--- src/rtl/vend_payout.sv ---
// Dispense-side payout sequencer: ejects the product, then pays change as greedy
// 5-yuan coins followed by 1-yuan coins over handshaked actuator requests.
module vend_payout #(
    parameter int unsigned GAP_CYC     = 4,
    parameter int unsigned ACK_TIMEOUT = 255,
    parameter int unsigned CNT_W       = 8
) (
    input  logic       clk,
    input  logic       rst,
    input  logic [3:0] change_i,
    input  logic [2:0] sell_i,
    input  logic       hop5_empty,
    input  logic       hop1_empty,
    output logic [2:0] vend_req,
    input  logic       vend_ack,
    output logic       coin5_req,
    output logic       coin1_req,
    input  logic       coin_ack,
    output logic       busy,
    output logic       done,
    output logic       req_drop,
    output logic       fault,
    output logic [3:0] owed
);

    localparam int unsigned REM_W  = 4;
    localparam int unsigned PROD_W = 3;

    typedef enum logic [2:0] {
        S_IDLE  = 3'd0,
        S_VEND  = 3'd1,
        S_GAP   = 3'd2,
        S_SEL   = 3'd3,
        S_PAY5  = 3'd4,
        S_PAY1  = 3'd5,
        S_DONE  = 3'd6,
        S_FAULT = 3'd7
    } state_e;

    state_e              state_q, state_d;
    logic [REM_W-1:0]    rem_q, rem_d;
    logic [PROD_W-1:0]   prod_q, prod_d;
    logic [CNT_W-1:0]    cnt_q, cnt_d;
    logic [CNT_W-1:0]    cnt_inc;
    logic                new_req;

    logic [PROD_W-1:0]   vend_req_q, vend_req_d;
    logic                coin5_req_q, coin5_req_d;
    logic                coin1_req_q, coin1_req_d;
    logic                busy_q, busy_d;
    logic                done_q, done_d;
    logic                req_drop_q, req_drop_d;
    logic                fault_q, fault_d;
    logic [REM_W-1:0]    owed_q, owed_d;

    // Next-state, working registers and registered output values
    always_comb begin
        state_d = state_q;
        rem_d   = rem_q;
        prod_d  = prod_q;
        cnt_d   = cnt_q;
        cnt_inc = cnt_q + CNT_W'(1);
        new_req = (change_i != '0) || (sell_i != '0);

        case (state_q)
            S_IDLE: begin
                if (new_req) begin
                    rem_d   = change_i;
                    prod_d  = sell_i;
                    cnt_d   = '0;
                    state_d = (sell_i != '0) ? S_VEND : S_SEL;
                end
            end
            S_VEND: begin
                if (vend_ack) begin
                    cnt_d   = '0;
                    state_d = S_GAP;
                end else if (cnt_inc == CNT_W'(ACK_TIMEOUT)) begin
                    state_d = S_FAULT;
                end else begin
                    cnt_d = cnt_inc;
                end
            end
            S_GAP: begin
                if (cnt_inc == CNT_W'(GAP_CYC)) begin
                    cnt_d   = '0;
                    state_d = S_SEL;
                end else begin
                    cnt_d = cnt_inc;
                end
            end
            S_SEL: begin
                // An empty 5-yuan hopper falls through to 1-yuan coins
                cnt_d = '0;
                if (rem_q == '0) begin
                    state_d = S_DONE;
                end else if ((rem_q >= REM_W'(5)) && !hop5_empty) begin
                    state_d = S_PAY5;
                end else if (!hop1_empty) begin
                    state_d = S_PAY1;
                end else begin
                    state_d = S_FAULT;
                end
            end
            S_PAY5: begin
                if (coin_ack) begin
                    rem_d   = rem_q - REM_W'(5);
                    cnt_d   = '0;
                    state_d = S_GAP;
                end else if (cnt_inc == CNT_W'(ACK_TIMEOUT)) begin
                    state_d = S_FAULT;
                end else begin
                    cnt_d = cnt_inc;
                end
            end
            S_PAY1: begin
                if (coin_ack) begin
                    rem_d   = rem_q - REM_W'(1);
                    cnt_d   = '0;
                    state_d = S_GAP;
                end else if (cnt_inc == CNT_W'(ACK_TIMEOUT)) begin
                    state_d = S_FAULT;
                end else begin
                    cnt_d = cnt_inc;
                end
            end
            S_DONE:  state_d = S_IDLE;
            S_FAULT: state_d = S_FAULT;
            default: state_d = S_IDLE;
        endcase

        vend_req_d  = (state_d == S_VEND) ? prod_d : '0;
        coin5_req_d = (state_d == S_PAY5);
        coin1_req_d = (state_d == S_PAY1);
        busy_d      = (state_d != S_IDLE);
        done_d      = (state_d == S_DONE);
        fault_d     = (state_d == S_FAULT);
        owed_d      = (state_d == S_FAULT) ? rem_d : '0;
        req_drop_d  = (state_q != S_IDLE) && new_req;
    end

    always_ff @(posedge clk or posedge rst) begin
        if (rst) begin
            state_q     <= S_IDLE;
            rem_q       <= '0;
            prod_q      <= '0;
            cnt_q       <= '0;
            vend_req_q  <= '0;
            coin5_req_q <= 1'b0;
            coin1_req_q <= 1'b0;
            busy_q      <= 1'b0;
            done_q      <= 1'b0;
            req_drop_q  <= 1'b0;
            fault_q     <= 1'b0;
            owed_q      <= '0;
        end else begin
            state_q     <= state_d;
            rem_q       <= rem_d;
            prod_q      <= prod_d;
            cnt_q       <= cnt_d;
            vend_req_q  <= vend_req_d;
            coin5_req_q <= coin5_req_d;
            coin1_req_q <= coin1_req_d;
            busy_q      <= busy_d;
            done_q      <= done_d;
            req_drop_q  <= req_drop_d;
            fault_q     <= fault_d;
            owed_q      <= owed_d;
        end
    end

    assign vend_req  = vend_req_q;
    assign coin5_req = coin5_req_q;
    assign coin1_req = coin1_req_q;
    assign busy      = busy_q;
    assign done      = done_q;
    assign req_drop  = req_drop_q;
    assign fault     = fault_q;
    assign owed      = owed_q;

endmodule

--- config.mk ---
export PLATFORM = sky130hd
export DESIGN_NAME = vend_payout
export DESIGN_NICKNAME = d
export VERILOG_FILES = /design/src/rtl/vend_payout.sv
export SDC_FILE = /design/constraint.sdc
export NUM_CORES = 1
export LEC_CHECK = 0
export BUFFER_PORTS_ARGS = -buffer_cell sky130_fd_sc_hd__buf_2
export CAP_MARGIN = 20
export CORE_ASPECT_RATIO = 2
export CORE_MARGIN = 1
export CORE_UTILIZATION = 64
export CTS_BUF_LIST = sky130_fd_sc_hd__clkbuf_4
export DETAILED_ROUTE_END_ITERATION = 10
export PLACE_DENSITY_LB_ADDON = 0.2
export SLEW_MARGIN = 5
export SYNTH_ARGS = -nofsm -noshare
export SYNTH_HDL_FRONTEND = slang
export SYNTH_SLANG_ARGS = --single-unit
--- constraint.sdc ---
create_clock -name clk -period 3.2 [get_ports clk]
set_input_delay 0.48 -clock clk [delete_from_list [all_inputs] [get_ports clk]]
set_output_delay 0.48 -clock clk [all_outputs]
set_load 0.05 [all_outputs]
Word level (Yosys, flattened, before mapping)
Index checks and enable logic that the tools add are counted.
Operators by class
  add/subtract/negate cells: 3
  $lt $le $gt $ge: 1
  equality and inequality tests: 15
  multiplexer cells: 24
  reduce and logical (&&, ||, !) cells: 13
Operator list (number)
  two-way mux 8 bit: 5
  case mux 8 bit (5 select lines): 1
  equality test 3 bit, second input constant: 8
  two-way mux 3 bit: 8
  case mux 3 bit (7 select lines): 1
  two-way mux 4 bit: 4
  case mux 4 bit (3 select lines): 1
  nonzero test 3 bit: 3
  adder 8 x 1 -> 8 bit, second input constant: 1
  equality test 8 x 3 -> 1 bit, second input constant: 1
  equality test 8 bit, second input constant: 1
  two-way mux 2 bit: 4
  equality test 3 x 1 -> 1 bit, second input constant: 2
  equality test 3 x 2 -> 1 bit, second input constant: 2
  nonzero test 5 bit: 1
  >= comparator 4 x 3 -> 1 bit, second input constant: 1
  logical NOT 4 bit: 1
  nonzero test 4 bit: 1
  subtractor 4 x 1 -> 4 bit, second input constant: 1
  subtractor 4 x 3 -> 4 bit, second input constant: 1
  logical NOT 3 bit: 1
  logical AND 1 bit: 2
  != test 2 bit, second input constant: 1
  AND reduction 2 bit: 1
  other kinds (3): 3
Storage, ports and cells
  register bits after elaboration: 31
  input bits: 13
  output and inout bits: 13
  word-level logic and storage cells: 68

Depth between registers and ports, before layout
Gate-level depths: netlist (run 1).
  word-level depth: 7
  depth in mapped cells: 8
  depth with buffers taken out: 8

Least setup slack after synthesis (run 1)
No wires, ideal clock.
  path type: register to register
  start: register rem_q[0]
  end: register busy_q (netlist: busy)
  setup time: 0.138 ns
  arrival: 1.983 ns
  data required time: 3.062 ns
  path slack: 1.079 ns
  cell stages (with the launch flop): 9
  buffers on the path: 0
  clock period less this slack: 2.121 ns
  path through: dfrtp_1 inv_1 ha_1 nor3b_1 o22a_1 nor2_1 o221ai_2 a2bb2oi_2 or4_1
On the way
  longest elaborated chain between the ends: 6
  elaborated cells on any way between the ends: 7
  those cells by class: order compare (1); mux (3); reduce/logical (3)
RTL lines
  start: declaration: RTL line 41  | logic [REM_W-1:0] rem_q, rem_d;
  start signal: assignment: RTL line 158  | rem_q <= rem_d;
  >= comparator 4 x 3 -> 1 bit: RTL line 97  | end else if ((rem_q >= REM_W'(5)) && !hop5_empty) begin
  logical AND 1 bit: RTL line 97
  two-way mux 2 bit: RTL line 97
  two-way mux 2 bit *: RTL line 95  | if (rem_q == '0) begin
  case mux 3 bit (7 select lines) *: RTL line 65  | case (state_q)
  via state_d[1]: RTL line 40  | state_e state_q, state_d;
  nonzero test 3 bit *: RTL line 135  | busy_d = (state_d != S_IDLE);
  via busy_d: RTL line 50  | logic busy_q, busy_d;
  end signal: assignment: RTL line 164  | busy_q <= busy_d;
  end: declaration: RTL line 50
Mark *: on every way through the listed nets, which the timed path passes. The rest lies on a longest branch.
A chain may end at the register's enable or synchronous reset.

Final worst setup path (run 1)
Ends and elaborated chain as after synthesis.

==> results of run 1 <==
[power breakdown]
part           switching, mW  total, mW  internal (mW)
combinational          0.713       1.12          0.406
clock                  0.135      0.296          0.161
sequential             0.172      0.686          0.514
[final cells by class]
| type | instances | area, um2 |
|---|---|---|
| clock buffers | 5 | 37.54 |
| clock inverters | 3 | 38.79 |
| fillers | 195 | 666.9 |
| inverters | 7 | 26.28 |
| multi-input cells | 149 | 1062 |
| flip-flops and latches | 31 | 775.7 |
| well taps | 29 | 36.28 |
| repair buffers | 27 | 160.2 |
[worst max path at each step]
stage	start	to	slack [ns]
4_1_cts	rem_q[0]$_DFF_PP0_	busy$_DFF_PP0_	0.82
3_5_place_dp	rem_q[0]$_DFF_PP0_	busy$_DFF_PP0_	0.84
5_1_grt	rem_q[0]$_DFF_PP0_	busy$_DFF_PP0_	0.72
3_3_place_gp	rem_q[0]$_DFF_PP0_	busy$_DFF_PP0_	0.94
2_1_floorplan	rem_q[0]$_DFF_PP0_	busy$_DFF_PP0_	1.08
6_report	rem_q[0]$_DFF_PP0_	busy$_DFF_PP0_	0.82
[Yosys cell counts (2+ instances only)]
library cell	n	area share
a21o_1	4	0.015
a21oi_1	13	0.034
a22o_1	4	0.018
a41oi_1	3	0.014
and3_1	2	0.0065
buf_2	8	0.021
buf_6	2	0.012
dfrtp_1	31	0.40
ha_1	4	0.026
inv_1	7	0.014
nand2_1	14	0.027
nand2b_1	5	0.016
nand2b_4	2	0.014
nand3_1	6	0.015
nand3b_1	2	0.0077
nor2_1	18	0.035
nor2_2	2	0.0065
nor2b_1	5	0.016
nor3_1	2	0.0052
nor3b_1	5	0.019
nor4b_1	5	0.023
o21a_1	3	0.012
o21ai_0	9	0.023
o22a_1	6	0.027
o2bb2ai_1	2	0.0090
o311a_1	2	0.010
or4_4	2	0.012
xnor2_1	5	0.023
[worst max-delay path, cell delays in order, from the launching register on]
cell	delay (ns)
dfrtp_1	0.45
inv_1	0.07
ha_1	0.29
nor3b_1	0.17
o22a_1	0.22
nor2_1	0.15
o221ai_2	0.15
a2bb2oi_2	0.23
or4_1	0.53
[cells by family after synthesis]
logic type / after synthesis / share of synthesized area
multiplexers: 1 / 0.005165
buffers and inverters: 19 / 0.05165
XOR/XNOR: 6 / 0.02711
flip-flops: 31 / 0.4003
adder cells (fa/ha/maj): 4 / 0.02582
AO/OA/AOI/OAI: 59 / 0.2311
AND/OR/NAND/NOR: 79 / 0.2589
[per-stage QoR]
| step | cells | instance area, um2 | utilization | power, mW | worst slack (ns) |
|---|---|---|---|---|---|
| after detailed placement | 242 | 2033 | 0.7251 | 1.795 | 0.8379 |
| after global placement | 242 | 2033 | 0.7251 | 1.757 | 0.9352 |
| after floorplan | 199 | 1938 | - | 1.582 | 1.079 |
| after global routing | 251 | 2137 | 0.7622 | 2.241 | 0.7192 |
| final | 251 | 2137 | 0.7622 | 2.100 | 0.8169 |
| after CTS | 250 | 2110 | 0.7523 | 2.095 | 0.8180 |
[layer usage]
layer	global-route usage	wire (um)
met1	0.3093	1530
met2	0.5594	2623
met3	0.05850	157
met4	0.1967	146
met5	0	0
[state kept, by name, summed over array words and instances, names as in the netlist]
signal     count
busy           1
cnt_q          8
coin1_req      1
coin5_req      1
done           1
fault          1
owed           4
prod_q         3
rem_q          4
req_drop       1
state_q        3
vend_req       3
==> results.sh, run 1 <==
export IMPL_ys_types=54
export IMPL_ys_seq_elements=31
export IMPL_synth_async_sr_flop_share=1.000
export IMPL_viasPerCell=6.502
export IMPL_cp_max_fo=7
export IMPL_synth_edf_count=0
export IMPL_ys_seq_area_frac=0.4003
export IMPL_core_area_mm2=0.002804
export IMPL_maxSlewViolCount=0
export IMPL_max_cap_violations=0
export IMPL_gp_congestion=0.7747
export IMPL_finalNetCount=238
export IMPL_layout_min_cycle_time_ns=2.383
export IMPL_vias=1632
export IMPL_max_vdd_ir_drop_mv=0.9858
export IMPL_power_density_mw_per_mm2=982.6
export IMPL_endpoint_kind="flip-flop"
export IMPL_start_util=0.6912
export IMPL_pin_count=26
export IMPL_ctsHoldBuffers=0
export IMPL_whs_ns=0.02254
export IMPL_die_w_um=40.91
export IMPL_reg2reg_to="busy$_DFF_PP0_"
export IMPL_drt_total_wl_mm=4.458
export IMPL_crit_type="flip-flop to flip-flop"
export IMPL_tightest_slew_ns=0.9513
export IMPL_cts_max_level=2
export IMPL_yosysWarnings=0
export IMPL_outcome="finished clean"
export IMPL_root_buffer="clkbuf_4"
export IMPL_grt_pass1_vias=1657
export IMPL_ant_nets=0
export IMPL_antenna_found_initial=0
export IMPL_leakagePower_nw=1.007
export IMPL_gr_total_overflow=0
export IMPL_numPortBuffers=25
export IMPL_die_area_mm2=0.003266
export IMPL_hold_violations=0
export IMPL_max_clock_path_buffers=2
export IMPL_area_growth_pct=10.26
export IMPL_die_h_um=79.83
export IMPL_relSlewSlack=0.3658
export IMPL_track_usage=0.3213
export IMPL_syn_avg_cell_area_um2=9.739
export IMPL_critPathRequiredTime_ns=3.43
export IMPL_skew_ns=0.02376
export IMPL_cts_reportedPaths_clkPinSlew_ns=0.11
export IMPL_n_antenna_cell=0
export IMPL_cts_sinks=31
export IMPL_synth_area_mm2=0.001938
export IMPL_grt_pass1_wl_mm=7.141
export IMPL_fin_tns_setup_ns=0
export IMPL_drive_gt1_frac=0.2297
export IMPL_rows=27
export IMPL_grt_max_degree=32
export IMPL_cts_made_buffers=5
export IMPL_final_period_utilization=0.7447
export IMPL_drc_errors=0
export IMPL_hpwl_mm=3.382
export IMPL_synth_fp_nets=216
export IMPL_drt_iter0_markers=64
export IMPL_final_common_cell="dfrtp_1"
export IMPL_layout_cells_most_common_list="dfrtp_1, buf_2, nor2_1"
export IMPL_rrSetupSlack_ns=0.82
export IMPL_setup_viol=0
export IMPL_clk_latency_ns=0.35
export IMPL_crit_arrival_ns=2.61
export IMPL_ys_flop_type="dfrtp_1"
export IMPL_rsz0062_at_grt="false"
export IMPL_worstSetupStartpointType="flip-flop"
export IMPL_syn_inst=199
export IMPL_ctsResizeCount=0
export IMPL_wire_per_inst_um=17.76
export IMPL_hold_path_class="input pin to asynchronous set/reset pin"
export IMPL_rr_startpoint="rem_q[0]$_DFF_PP0_"
export IMPL_cts_tree="built"
export IMPL_max_freq_mhz=419.6
export IMPL_dr_pass1_iters=4
export IMPL_post_cts_buffers=0
export IMPL_rr_worst_depth=8
No activity file was read; power rests on OpenSTA's default activity.
==> run 2, diff against run 1 <==
--- a/config.mk
+++ b/config.mk
@@ -9,7 +9,7 @@
 export CAP_MARGIN = 20
 export CORE_ASPECT_RATIO = 2
 export CORE_MARGIN = 1
-export CORE_UTILIZATION = 64
+export CORE_UTILIZATION = 59
 export CTS_BUF_LIST = sky130_fd_sc_hd__clkbuf_4
 export DETAILED_ROUTE_END_ITERATION = 10
 export PLACE_DENSITY_LB_ADDON = 0.2
==> constraint.sdc (replaced) <==
create_clock -name clk -period 2.3 [get_ports clk]
set_input_delay 0.345 -clock clk [delete_from_list [all_inputs] [get_ports clk]]
set_output_delay 0.345 -clock clk [all_outputs]
set_load 0.05 [all_outputs]
==> run 2 against run 1 <==
Against the previous run:
- hold slack better by 0.038 ns
- global-route usage down 3.7 points
- critical path depth did not move
- sequential share of layout area is 0.69 points lower
- largest power group unchanged
==> results.sh, run 2 (synthesis gave the netlist of run 1 again) <==
export IMPL_outcome="finished clean"
export IMPL_pin_count=26
export IMPL_p_comb_frac=0.595
export IMPL_viasPerCell=6.299
export IMPL_wire_per_inst_um=17.54
export IMPL_gp_congestion=0.9553
export IMPL_skew_ns=0.008370
export IMPL_internal_power_mw=1.500
export IMPL_leakagePower_nw=1.041
export IMPL_grt_pass1_wl_mm=7.590
export IMPL_ctsResizeCount=0
export IMPL_cp_slowest_cell="or4_1"
export IMPL_start_util=0.6140
export IMPL_core_area_mm2=0.003157
export IMPL_place_ws_ns=0.1248
export IMPL_drt_total_wl_mm=4.630
export IMPL_area_growth_pct=12.40
export IMPL_cts_reportedPaths_clkPinSlew_ns=0.10
export IMPL_max_freq_mhz=455.3
export IMPL_die_area_mm2=0.003532
export IMPL_gr_total_overflow=0
export IMPL_track_usage=0.2843
export IMPL_rsz0062_at_grt="false"
export IMPL_cts_made_buffers=5
export IMPL_clockPowerShare=0.104
export IMPL_root_buffer="clkbuf_4"
export IMPL_grt_pass1_vias=1675
export IMPL_die_h_um=83.06
export IMPL_hold_violations=0
export IMPL_max_vdd_ir_drop_mv=0.9240
export IMPL_layout_min_cycle_time_ns=2.197
export IMPL_dr_pass1_iters=4
export IMPL_cts_tree="built"
export IMPL_final_common_cell="dfrtp_1"
export IMPL_drt_iter0_markers=46
export IMPL_ctsHoldBuffers=0
export IMPL_drc_errors=0
export IMPL_relSlewSlack=0.6428
export IMPL_top_register="cnt_q"
export IMPL_utilization=0.6901
export IMPL_fin_area_mm2=0.002178
export IMPL_largest_reg_flops=8
export IMPL_endpoint_kind="flip-flop"
export IMPL_crit_arrival_ns=2.42
export IMPL_cts_max_level=2
export IMPL_ant_nets=0
export IMPL_crit_family="simple AND/OR/NAND/NOR gates"
export IMPL_vias=1663
export IMPL_numPortBuffers=25
export IMPL_max_cap_violations=0
export IMPL_rrSetupSlack_ns=0.10
export IMPL_fin_tns_setup_ns=0
export IMPL_max_clock_path_buffers=2
export IMPL_p_sw_mw=1.463
export IMPL_die_w_um=42.53
export IMPL_finalNetCount=249
export IMPL_grt_max_degree=32
export IMPL_power_density_mw_per_mm2=1360
export IMPL_cp_max_fo=4
export IMPL_switching_share=0.4936
export IMPL_cp_slowest_stage_delay_ns=0.51
export IMPL_hpwl_mm=3.565
export IMPL_layout_cells_most_common_list="dfrtp_1, buf_2, nor2_1"
export IMPL_hold_path_class="input pin to asynchronous set/reset pin"
export IMPL_postPlaceCellArea_mm2=0.002126
export IMPL_tightest_slew_ns=0.5317
export IMPL_drive_gt1_frac=0.2618
export IMPL_n_fill_cell=246
export IMPL_final_period_utilization=0.9550
export IMPL_setup_viol=0
export IMPL_antenna_found_initial=0
export IMPL_total_power_mw=2.963
export IMPL_maxSlewViolCount=0
export IMPL_cts_sinks=31
export IMPL_n_antenna_cell=0
export IMPL_p_seq_frac=0.300
export IMPL_worstSetupStartpointType="flip-flop"
export IMPL_critPathBufInv=1
export IMPL_path_cells="inv_1, ha_1, nor3b_1, o22a_1, nor2_1, o221ai_2, a2bb2oi_2, or4_1"
export IMPL_clk_latency_ns=0.34
export IMPL_crit_type="flip-flop to flip-flop"
export IMPL_rows=29
export IMPL_fin_ws_ns=0.1035
export IMPL_critPathRequiredTime_ns=2.52
export IMPL_post_cts_buffers=0
==> run 2: worst min-delay path, cell delays in order <==
cell and delay (ns):
buf_2 0.09, inv_1 0.04, buf_4 0.35
==> run 2: final cells by class <==
class	count	area [um2]	area share
clock buffer	5	37.54	0.01723
clock inverter	3	15.01	0.006893
inverter	7	26.28	0.01206
multi-input combinational	149	1062	0.4877
sequential	31	775.7	0.3561
tap	31	38.79	0.01781
timing repair buffer	38	222.7	0.1022
==> run 2: per-layer routing <==
metal	global-route usage	wire (um)	vias to the layer above
met4	0.1619	267	0
met5	0	0	-
li1	-	-	790
met1	0.2714	1625	799
met2	0.5329	2588	50
met3	0.04783	149	24
==> run 2: final timing paths <==
path                                startpoint             endpoint  cells past startpoint
min reg2reg                prod_q[0]$_DFF_PP0_  prod_q[0]$_DFF_PP0_                      1
max                         rem_q[1]$_DFF_PP0_       busy$_DFF_PP0_                      8
min in group clk                     sell_i[1]  prod_q[1]$_DFF_PP0_                      2
min                                        rst   rem_q[1]$_DFF_PP0_                      3
max in group asynchronous                  rst  coin1_req$_DFF_PP0_                      3
max reg2reg                 rem_q[1]$_DFF_PP0_       busy$_DFF_PP0_                      8
==> run 2: power groups by stage <==
stage / sequential [mW] / clock (mW) / combinational (mW)
final: 0.890 / 0.309 / 1.76
after global placement: 0.883 / 0 / 1.71
after CTS: 0.884 / 0.320 / 1.76
after floorplan: 1.05 / 0 / 1.15
after global routing: 0.903 / 0.339 / 1.91
after detailed placement: 0.894 / 0 / 1.75
==> run 2: per-stage QoR <==
step                      hold WS [ns]  std cells
after global routing            0.1032        264
after CTS                      0.06494        264
after floorplan                 0.4485        199
after global placement          0.4321        256
after detailed placement        0.4417        256
final                          0.06054        264
